===== config.mk =====
export PLATFORM = sky130hd
export DESIGN_NAME = dmem_port_arbiter
export DESIGN_NICKNAME = d
export VERILOG_FILES = /design/src/rtl/dmem_arb_pkg.sv /design/src/rtl/dmem_arb_pick.sv /design/src/rtl/dmem_port_arbiter.sv
export SDC_FILE = /design/constraint.sdc
export NUM_CORES = 1
export LEC_CHECK = 0
export CAP_MARGIN = 5
export CELL_PAD_IN_SITES_DETAIL_PLACEMENT = 0
export CELL_PAD_IN_SITES_GLOBAL_PLACEMENT = 2
export CORE_MARGIN = 2
export CORE_UTILIZATION = 11
export CTS_CLUSTER_SIZE = 10
export DETAILED_ROUTE_END_ITERATION = 10
export PLACE_DENSITY_LB_ADDON = 0.1
export REMOVE_ABC_BUFFERS = 1
export SYNTH_ARGS = -nofsm -noshare
export SYNTH_HDL_FRONTEND = slang
export SYNTH_SLANG_ARGS = --single-unit

===== constraint.sdc =====
create_clock -name clk -period 2.78 [get_ports clk]
set_input_delay 0.556 -clock clk [delete_from_list [all_inputs] [get_ports clk]]
set_output_delay 0.556 -clock clk [all_outputs]
set_load 0.02 [all_outputs]

===== src/rtl/dmem_arb_pkg.sv =====
// dmem_arb_pkg
//   Shared types and constants for the data-memory port-B arbiter:
//   arbiter state encoding, default memory geometry and the tag that
//   travels with each accepted beat to its response cycle.
package dmem_arb_pkg;

  localparam int DMEM_DEPTH = 70000;
  localparam int DMEM_AW    = 17;
  localparam int DMEM_DW    = 32;

  typedef enum logic [1:0] {
    ST_IDLE = 2'd0,
    ST_OWN0 = 2'd1,
    ST_OWN1 = 2'd2
  } arb_state_e;

  typedef struct packed {
    logic owner;     // 0 = requester 0, 1 = requester 1
    logic is_write;
    logic err;       // address was out of range
  } rsp_tag_t;

endpackage


===== src/rtl/dmem_arb_pick.sv =====
// dmem_arb_pick
//   Two-way combinational picker producing a one-hot grant.
//   Ports:
//     i_v0, i_v1  request valids
//     i_last      last-served requester (1 = requester 1)
//     i_rr_en     1 = round-robin on contention, 0 = requester 0 first
//     o_gnt       one-hot grant, bit k = requester k
module dmem_arb_pick (
  input  logic       i_v0,
  input  logic       i_v1,
  input  logic       i_last,
  input  logic       i_rr_en,
  output logic [1:0] o_gnt
);

  always_comb begin
    o_gnt = 2'b00;
    if (i_v0 && i_v1) begin
      // Under round-robin the requester not served last wins.
      if (i_rr_en && !i_last) o_gnt = 2'b10;
      else                    o_gnt = 2'b01;
    end else if (i_v0) begin
      o_gnt = 2'b01;
    end else if (i_v1) begin
      o_gnt = 2'b10;
    end
  end

endmodule


===== src/rtl/dmem_port_arbiter.sv =====
// dmem_port_arbiter
//   Shares RAM port B between a read-only scanner (requester 0) and a
//   read/write agent (requester 1). Supports locked bursts capped at
//   MAX_BURST beats, range-checks word addresses against DEPTH and
//   returns each response one cycle after acceptance.
//   Optional build macro: DMEM_ARB_RR_EN selects round-robin arbitration
//   in IDLE; without it requester 0 has fixed priority.
//   Ports:
//     clk, rst_n                  clock, synchronous active-low reset
//     r0_valid/ready/addr/lock    requester 0 request
//     r0_rvalid/err/rdata         requester 0 response
//     r1_valid/ready/we/addr/wdata/lock  requester 1 request
//     r1_rvalid/err/rdata         requester 1 response
//     mem_addr/wd/we, mem_q       RAM port B (mem_q has 1-cycle latency)
module dmem_port_arbiter
  import dmem_arb_pkg::*;
#(
  parameter int DEPTH     = DMEM_DEPTH,
  parameter int AW        = DMEM_AW,
  parameter int DW        = DMEM_DW,
  parameter int MAX_BURST = 16
) (
  input  logic          clk,
  input  logic          rst_n,
  input  logic          r0_valid,
  output logic          r0_ready,
  input  logic [AW-1:0] r0_addr,
  input  logic          r0_lock,
  output logic          r0_rvalid,
  output logic          r0_err,
  output logic [DW-1:0] r0_rdata,
  input  logic          r1_valid,
  output logic          r1_ready,
  input  logic          r1_we,
  input  logic [AW-1:0] r1_addr,
  input  logic [DW-1:0] r1_wdata,
  input  logic          r1_lock,
  output logic          r1_rvalid,
  output logic          r1_err,
  output logic [DW-1:0] r1_rdata,
  output logic [AW-1:0] mem_addr,
  output logic [DW-1:0] mem_wd,
  output logic          mem_we,
  input  logic [DW-1:0] mem_q
);

  localparam int            CW       = $clog2(MAX_BURST + 1);
  localparam logic [AW:0]   LP_DEPTH = (AW + 1)'(DEPTH);
  localparam logic [CW-1:0] LP_MAX   = CW'(MAX_BURST);

  arb_state_e    r_state, w_state_nxt;
  logic [CW-1:0] r_burst_cnt, w_burst_nxt;
  logic          w_last;
  logic          w_last_nxt;
  logic [1:0]    w_pick;
  logic          w_acc0, w_acc1, w_any, w_lock, w_inrange;
  logic [AW-1:0] w_addr;
  logic          r_rsp_vld_p1;
  rsp_tag_t      r_tag_p1;
  logic          w_rsp_on;

`ifdef DMEM_ARB_RR_EN
  localparam logic LP_RR = 1'b1;
  logic r_last;
  assign w_last = r_last;

  always_ff @(posedge clk) begin
    if (!rst_n) r_last <= 1'b1;
    else        r_last <= w_last_nxt;
  end
`else
  localparam logic LP_RR = 1'b0;
  assign w_last = 1'b1;
`endif

  dmem_arb_pick u_pick (
    .i_v0    (r0_valid),
    .i_v1    (r1_valid),
    .i_last  (w_last),
    .i_rr_en (LP_RR),
    .o_gnt   (w_pick)
  );

  // Ready: picker result in IDLE, owner only while a burst is locked.
  always_comb begin
    r0_ready = 1'b0;
    r1_ready = 1'b0;
    if (rst_n) begin
      case (r_state)
        ST_IDLE: begin
          r0_ready = w_pick[0];
          r1_ready = w_pick[1];
        end
        ST_OWN0: r0_ready = r0_valid;
        ST_OWN1: r1_ready = r1_valid;
        default: ;
      endcase
    end
  end

  assign w_acc0    = r0_valid & r0_ready;
  assign w_acc1    = r1_valid & r1_ready;
  assign w_any     = w_acc0 | w_acc1;
  assign w_addr    = w_acc1 ? r1_addr : (w_acc0 ? r0_addr : '0);
  assign w_lock    = w_acc1 ? r1_lock : (w_acc0 & r0_lock);
  assign w_inrange = ({1'b0, w_addr} < LP_DEPTH);

  // Out-of-range beats are still accepted but never reach the RAM.
  assign mem_addr = (w_any & w_inrange) ? w_addr   : '0;
  assign mem_wd   = (w_any & w_inrange) ? r1_wdata : '0;
  assign mem_we   = w_acc1 & w_inrange & r1_we;

  always_comb begin
    w_state_nxt = r_state;
    w_burst_nxt = r_burst_cnt;
    w_last_nxt  = w_last;
    case (r_state)
      ST_IDLE: begin
        if (w_any) begin
          w_last_nxt = w_acc1;
          if (w_lock && (MAX_BURST > 1)) begin
            w_state_nxt = w_acc1 ? ST_OWN1 : ST_OWN0;
            w_burst_nxt = CW'(1);
          end
        end
      end
      ST_OWN0, ST_OWN1: begin
        if (!w_any) begin
          // Owner dropped valid: the lock is released immediately.
          w_state_nxt = ST_IDLE;
          w_burst_nxt = '0;
        end else if (!w_lock || (r_burst_cnt + CW'(1) >= LP_MAX)) begin
          w_state_nxt = ST_IDLE;
          w_burst_nxt = '0;
          if (w_lock) w_last_nxt = w_acc1;
        end else begin
          w_burst_nxt = r_burst_cnt + CW'(1);
        end
      end
      default: begin
        w_state_nxt = ST_IDLE;
        w_burst_nxt = '0;
      end
    endcase
  end

  always_ff @(posedge clk) begin
    if (!rst_n) begin
      r_state     <= ST_IDLE;
      r_burst_cnt <= '0;
    end else begin
      r_state     <= w_state_nxt;
      r_burst_cnt <= w_burst_nxt;
    end
  end

  // ---- stage p1: response one cycle after accept ----
  always_ff @(posedge clk) begin
    if (!rst_n) begin
      r_rsp_vld_p1 <= 1'b0;
      r_tag_p1     <= '0;
    end else begin
      r_rsp_vld_p1 <= w_any;
      r_tag_p1     <= '{owner: w_acc1, is_write: w_acc1 & r1_we, err: w_any & ~w_inrange};
    end
  end

  // Responses are suppressed while reset is held so a pending beat never shows.
  assign w_rsp_on  = r_rsp_vld_p1 & rst_n;
  assign r0_rvalid = w_rsp_on & ~r_tag_p1.owner;
  assign r1_rvalid = w_rsp_on &  r_tag_p1.owner;
  assign r0_err    = r0_rvalid & r_tag_p1.err;
  assign r1_err    = r1_rvalid & r_tag_p1.err;
  assign r0_rdata  = (r0_rvalid & ~r_tag_p1.err) ? mem_q : '0;
  assign r1_rdata  = (r1_rvalid & ~r_tag_p1.err & ~r_tag_p1.is_write) ? mem_q : '0;

endmodule


==> results of run 1 <==
-- report_power, final --
group	internal (mW)	total [mW]	switching (mW)
clock	0.192	0.259	0.0672
combinational	0.574	1.16	0.584
sequential	0.179	0.196	0.0171
-- flip-flops by register name, indices dropped and copies added (netlist names) --
name	count
r_state	2
r_rsp_vld_p1	1
r_burst_cnt	5
r_tag_p1	3
-- through the flow --
| step | std cells | power [mW] | worst slack [ps] |
|---|---|---|---|
| 3_5_place_dp | 714 | 1.312 | -777.3 |
| 5_1_grt | 726 | 1.728 | -227.5 |
| 3_3_place_gp | 714 | 1.322 | -763.1 |
| 6_report | 726 | 1.613 | -128.0 |
| 4_1_cts | 726 | 1.645 | -222.3 |
| 2_1_floorplan | 232 | 0.6597 | -787.2 |
-- cells in the mapped netlist, drive strengths merged --
master,number,area [µm²]
ha,5,62.56
dfxtp,11,220.2
nand2,18,67.56
nand4b,2,17.52
o21ai,2,10.01
nand3,26,130.1
nor3,2,10.01
nand4,5,31.28
a31oi,4,25.02
a21oi,18,90.09
o211a,1,10.01
or3,2,12.51
and2,68,425.4
mux2,5,67.56
o32ai,3,26.28
nor3b,34,255.2
nor4b,1,8.760
mux2i,2,20.02
inv,8,30.03
and4,1,8.760
nor2b,2,20.02
buf,8,57.55
o2111ai,1,26.28
o311ai,1,8.760
and3,3,18.77
o211ai,1,21.27
clkbuf,12,45.04
nand3b,1,7.510
nor2,5,18.77
-- how the worst max path moves through the flow --
| stage | end | slack [ps] | cells after the start |
|---|---|---|---|
| final | mem_wd[29] | -130 | 9 |
| after detailed placement | mem_wd[9] | -780 | 9 |
| after floorplan | mem_wd[0] | -790 | 7 |
| after CTS | mem_wd[31] | -220 | 12 |
| after global placement | mem_addr[8] | -760 | 9 |
| after global routing | mem_wd[24] | -230 | 11 |
-- layer usage --
metal | vias up | GRT usage [%]
li1 | 1394 | -
met5 | - | 0
met3 | 2 | 2.337
met2 | 137 | 22.05
met4 | 0 | 1.518
met1 | 1269 | 12.31
-- cell families after synthesis --
| logic type | count (synthesis) |
|---|---|
| compound gates | 31 |
| fa+ha+maj | 5 |
| buf+inv | 28 |
| flops | 11 |
| mux | 7 |
| simple gates | 170 |
-- critical path, cell delays in order --
cell,delay [ps]
clkdlybuf4s50_1,490
and3_1,160
o21ai_0,70
mux2_4,290
o2111ai_4,280
buf_6,160
buf_12,130
nor3b_2,50
buf_4,160
-- layout make-up --
cell class / count / area share (%)
repair buffers: 274 / 51.56
multi-input cells: 213 / 35.55
flip-flops and latches: 11 / 4.750
clock buffers: 4 / 1.681
well taps: 216 / 5.765
inverters: 8 / 0.6939
-- what timing repair did --
action                                  4_1_cts  5_1_grt
buffers inserted                              8        4
endpoints found under the setup margin      117       78
gates resized for setup                     385       41
gates cloned                                  2        0
pin swaps                                    15        8
==> flow_summary.json, run 1 <==
{
  "status": "complete, but fails checks",
  "violations": "negative setup slack",
  "r2r_setup_slack_ps": 610,
  "synth_top_family_by_area": "simple AND/OR/NAND/NOR gates",
  "multiInputGateArea_mm2": 0.001667,
  "vias": 2802,
  "first_pass_iters": 4,
  "routed-wl-met3_um": 970,
  "cp.required_ps": 2220,
  "core_mm2": 0.01571,
  "rr_endpoint": "r_state[1]$_SDFFE_PN0P_",
  "ys_ff_latch": 11,
  "ant_nets": 0,
  "period_needed_ps": 2908,
  "rsz0062_at_grt": "yes",
  "start_util_pct": 11.16,
  "cts_hold_buf": 0,
  "die_y_um": 130.2,
  "hold_depth": 2,
  "tns_ps": -3369,
  "power_density_mw_per_mm2": 344.1,
  "fillers": 1739,
  "relSlewSlack_pct": 69.97,
  "yosys_warnings": 0,
  "crit_path_max_fanout": 6,
  "grtUsageTotal_pct": 11.11,
  "io_buffers": 224,
  "final_common_cell": "clkdlybuf4s50_1",
  "ff2ff_path_depth": 8,
  "wl_um": 10300,
  "netlist_instances": 252,
  "hold_end": "r_burst_cnt[4]$_SDFFE_PN0P_",
  "drv_cap": 0,
  "final_cell_mix": "clkdlybuf4s50_1 (94), and2_1 (68), dlygate4sd2_1 (68)",
  "synthMuxAreaShare_pct": 4.996,
  "max-vdd-ir-drop_v": 0.0001813,
  "clockBufferDepth": 2,
  "wl_per_cell_um": 14.19,
  "yosysUniqueCellTypes": 35,
  "insertion_delay_ps": 230,
  "finalSetupViolCount": 43,
  "drive_gt1_share_pct": 32.55,
  "cp.arrival_ps": 2350,
  "worstSetupStartpointType": "primary input",
  "antenna_found_initial": 0,
  "drc": 0,
  "met2_length_um": 5531,
  "cts_tree": "yes",
  "setup.worst_path.end_class": "output pin",
  "cts-root-buf": "clkbuf_16",
  "grt-ovfl-total": 0,
  "yosysSeqAreaShare_pct": 12.56,
  "path_clk_slew_ps": 40,
  "leakage_nw": 2.209,
  "period_share_pct": 104.6,
  "highest-signal-layer": "met4",
  "numCtsBuffers": 3,
  "critical_path_class": "in2out",
  "dp_hpwl_um": 8357,
  "skew_ps": 1.174,
  "final-seq-area_um2": 222.7,
  "setup_ws_ps": -128.0,
  "cts-htree-levels": 1,
  "rows": 46,
  "fin_util_pct": 29.84,
  "vias_per_cell": 3.860,
  "chipWidth_um": 130.2,
  "finalNetCount": 621,
  "timing.hold.ws_ps": 449.8,
  "hold_class": "reg2reg",
  "grt_pass1_wl_um": 15080,
  "num_io_pins": 225,
  "synthSimpleGateAreaFrac_pct": 58.89,
  "tightest_slew_ps": 438.0,
  "synth_compound_area_share_pct": 12.42,
  "area_growth_syn_to_layout_pct": 167.5,
  "finalHoldViolCount": 0,
  "placed_area_mm2": 0.004548,
  "stdcell_area_mm2": 0.004688,
  "gp_congestion": 0.7043,
  "fmax_mhz": 343.9,
  "avgSynthCellArea_um2": 6.956,
  "die-area_mm2": 0.01696,
  "grt_start_max_net_pins": 33,
  "drt_iter0_markers": 39,
  "cts_num_sinks": 11,
  "syn_area_mm2": 0.001753,
  "crit_start": "r0_addr[6]",
  "synth_xor_area_share_pct": 0,
  "hp-start": "r_burst_cnt[4]$_SDFFE_PN0P_",
  "finalMaxSlewViolations": 0,
  "grt_pass1_vias": 2764,
  "synthAdderAreaFrac_pct": 3.569,
  "diodes": 0,
  "r2r-start": "r_state[0]$_SDFFE_PN0P_",
  "drt-met1-wl_um": 3770
}
Note: power is estimated with default switching activity, not from simulation.
==> run 2, diff against run 1 <==
--- a/config.mk
+++ b/config.mk
@@ -14,6 +14,7 @@
 export DETAILED_ROUTE_END_ITERATION = 10
 export PLACE_DENSITY_LB_ADDON = 0.1
 export REMOVE_ABC_BUFFERS = 1
+export SLEW_MARGIN = 20
 export SYNTH_ARGS = -nofsm -noshare
 export SYNTH_HDL_FRONTEND = slang
 export SYNTH_SLANG_ARGS = --single-unit
==> results of run 2 <==
The final DEF is identical to that of run 1; final timing and power are the same.
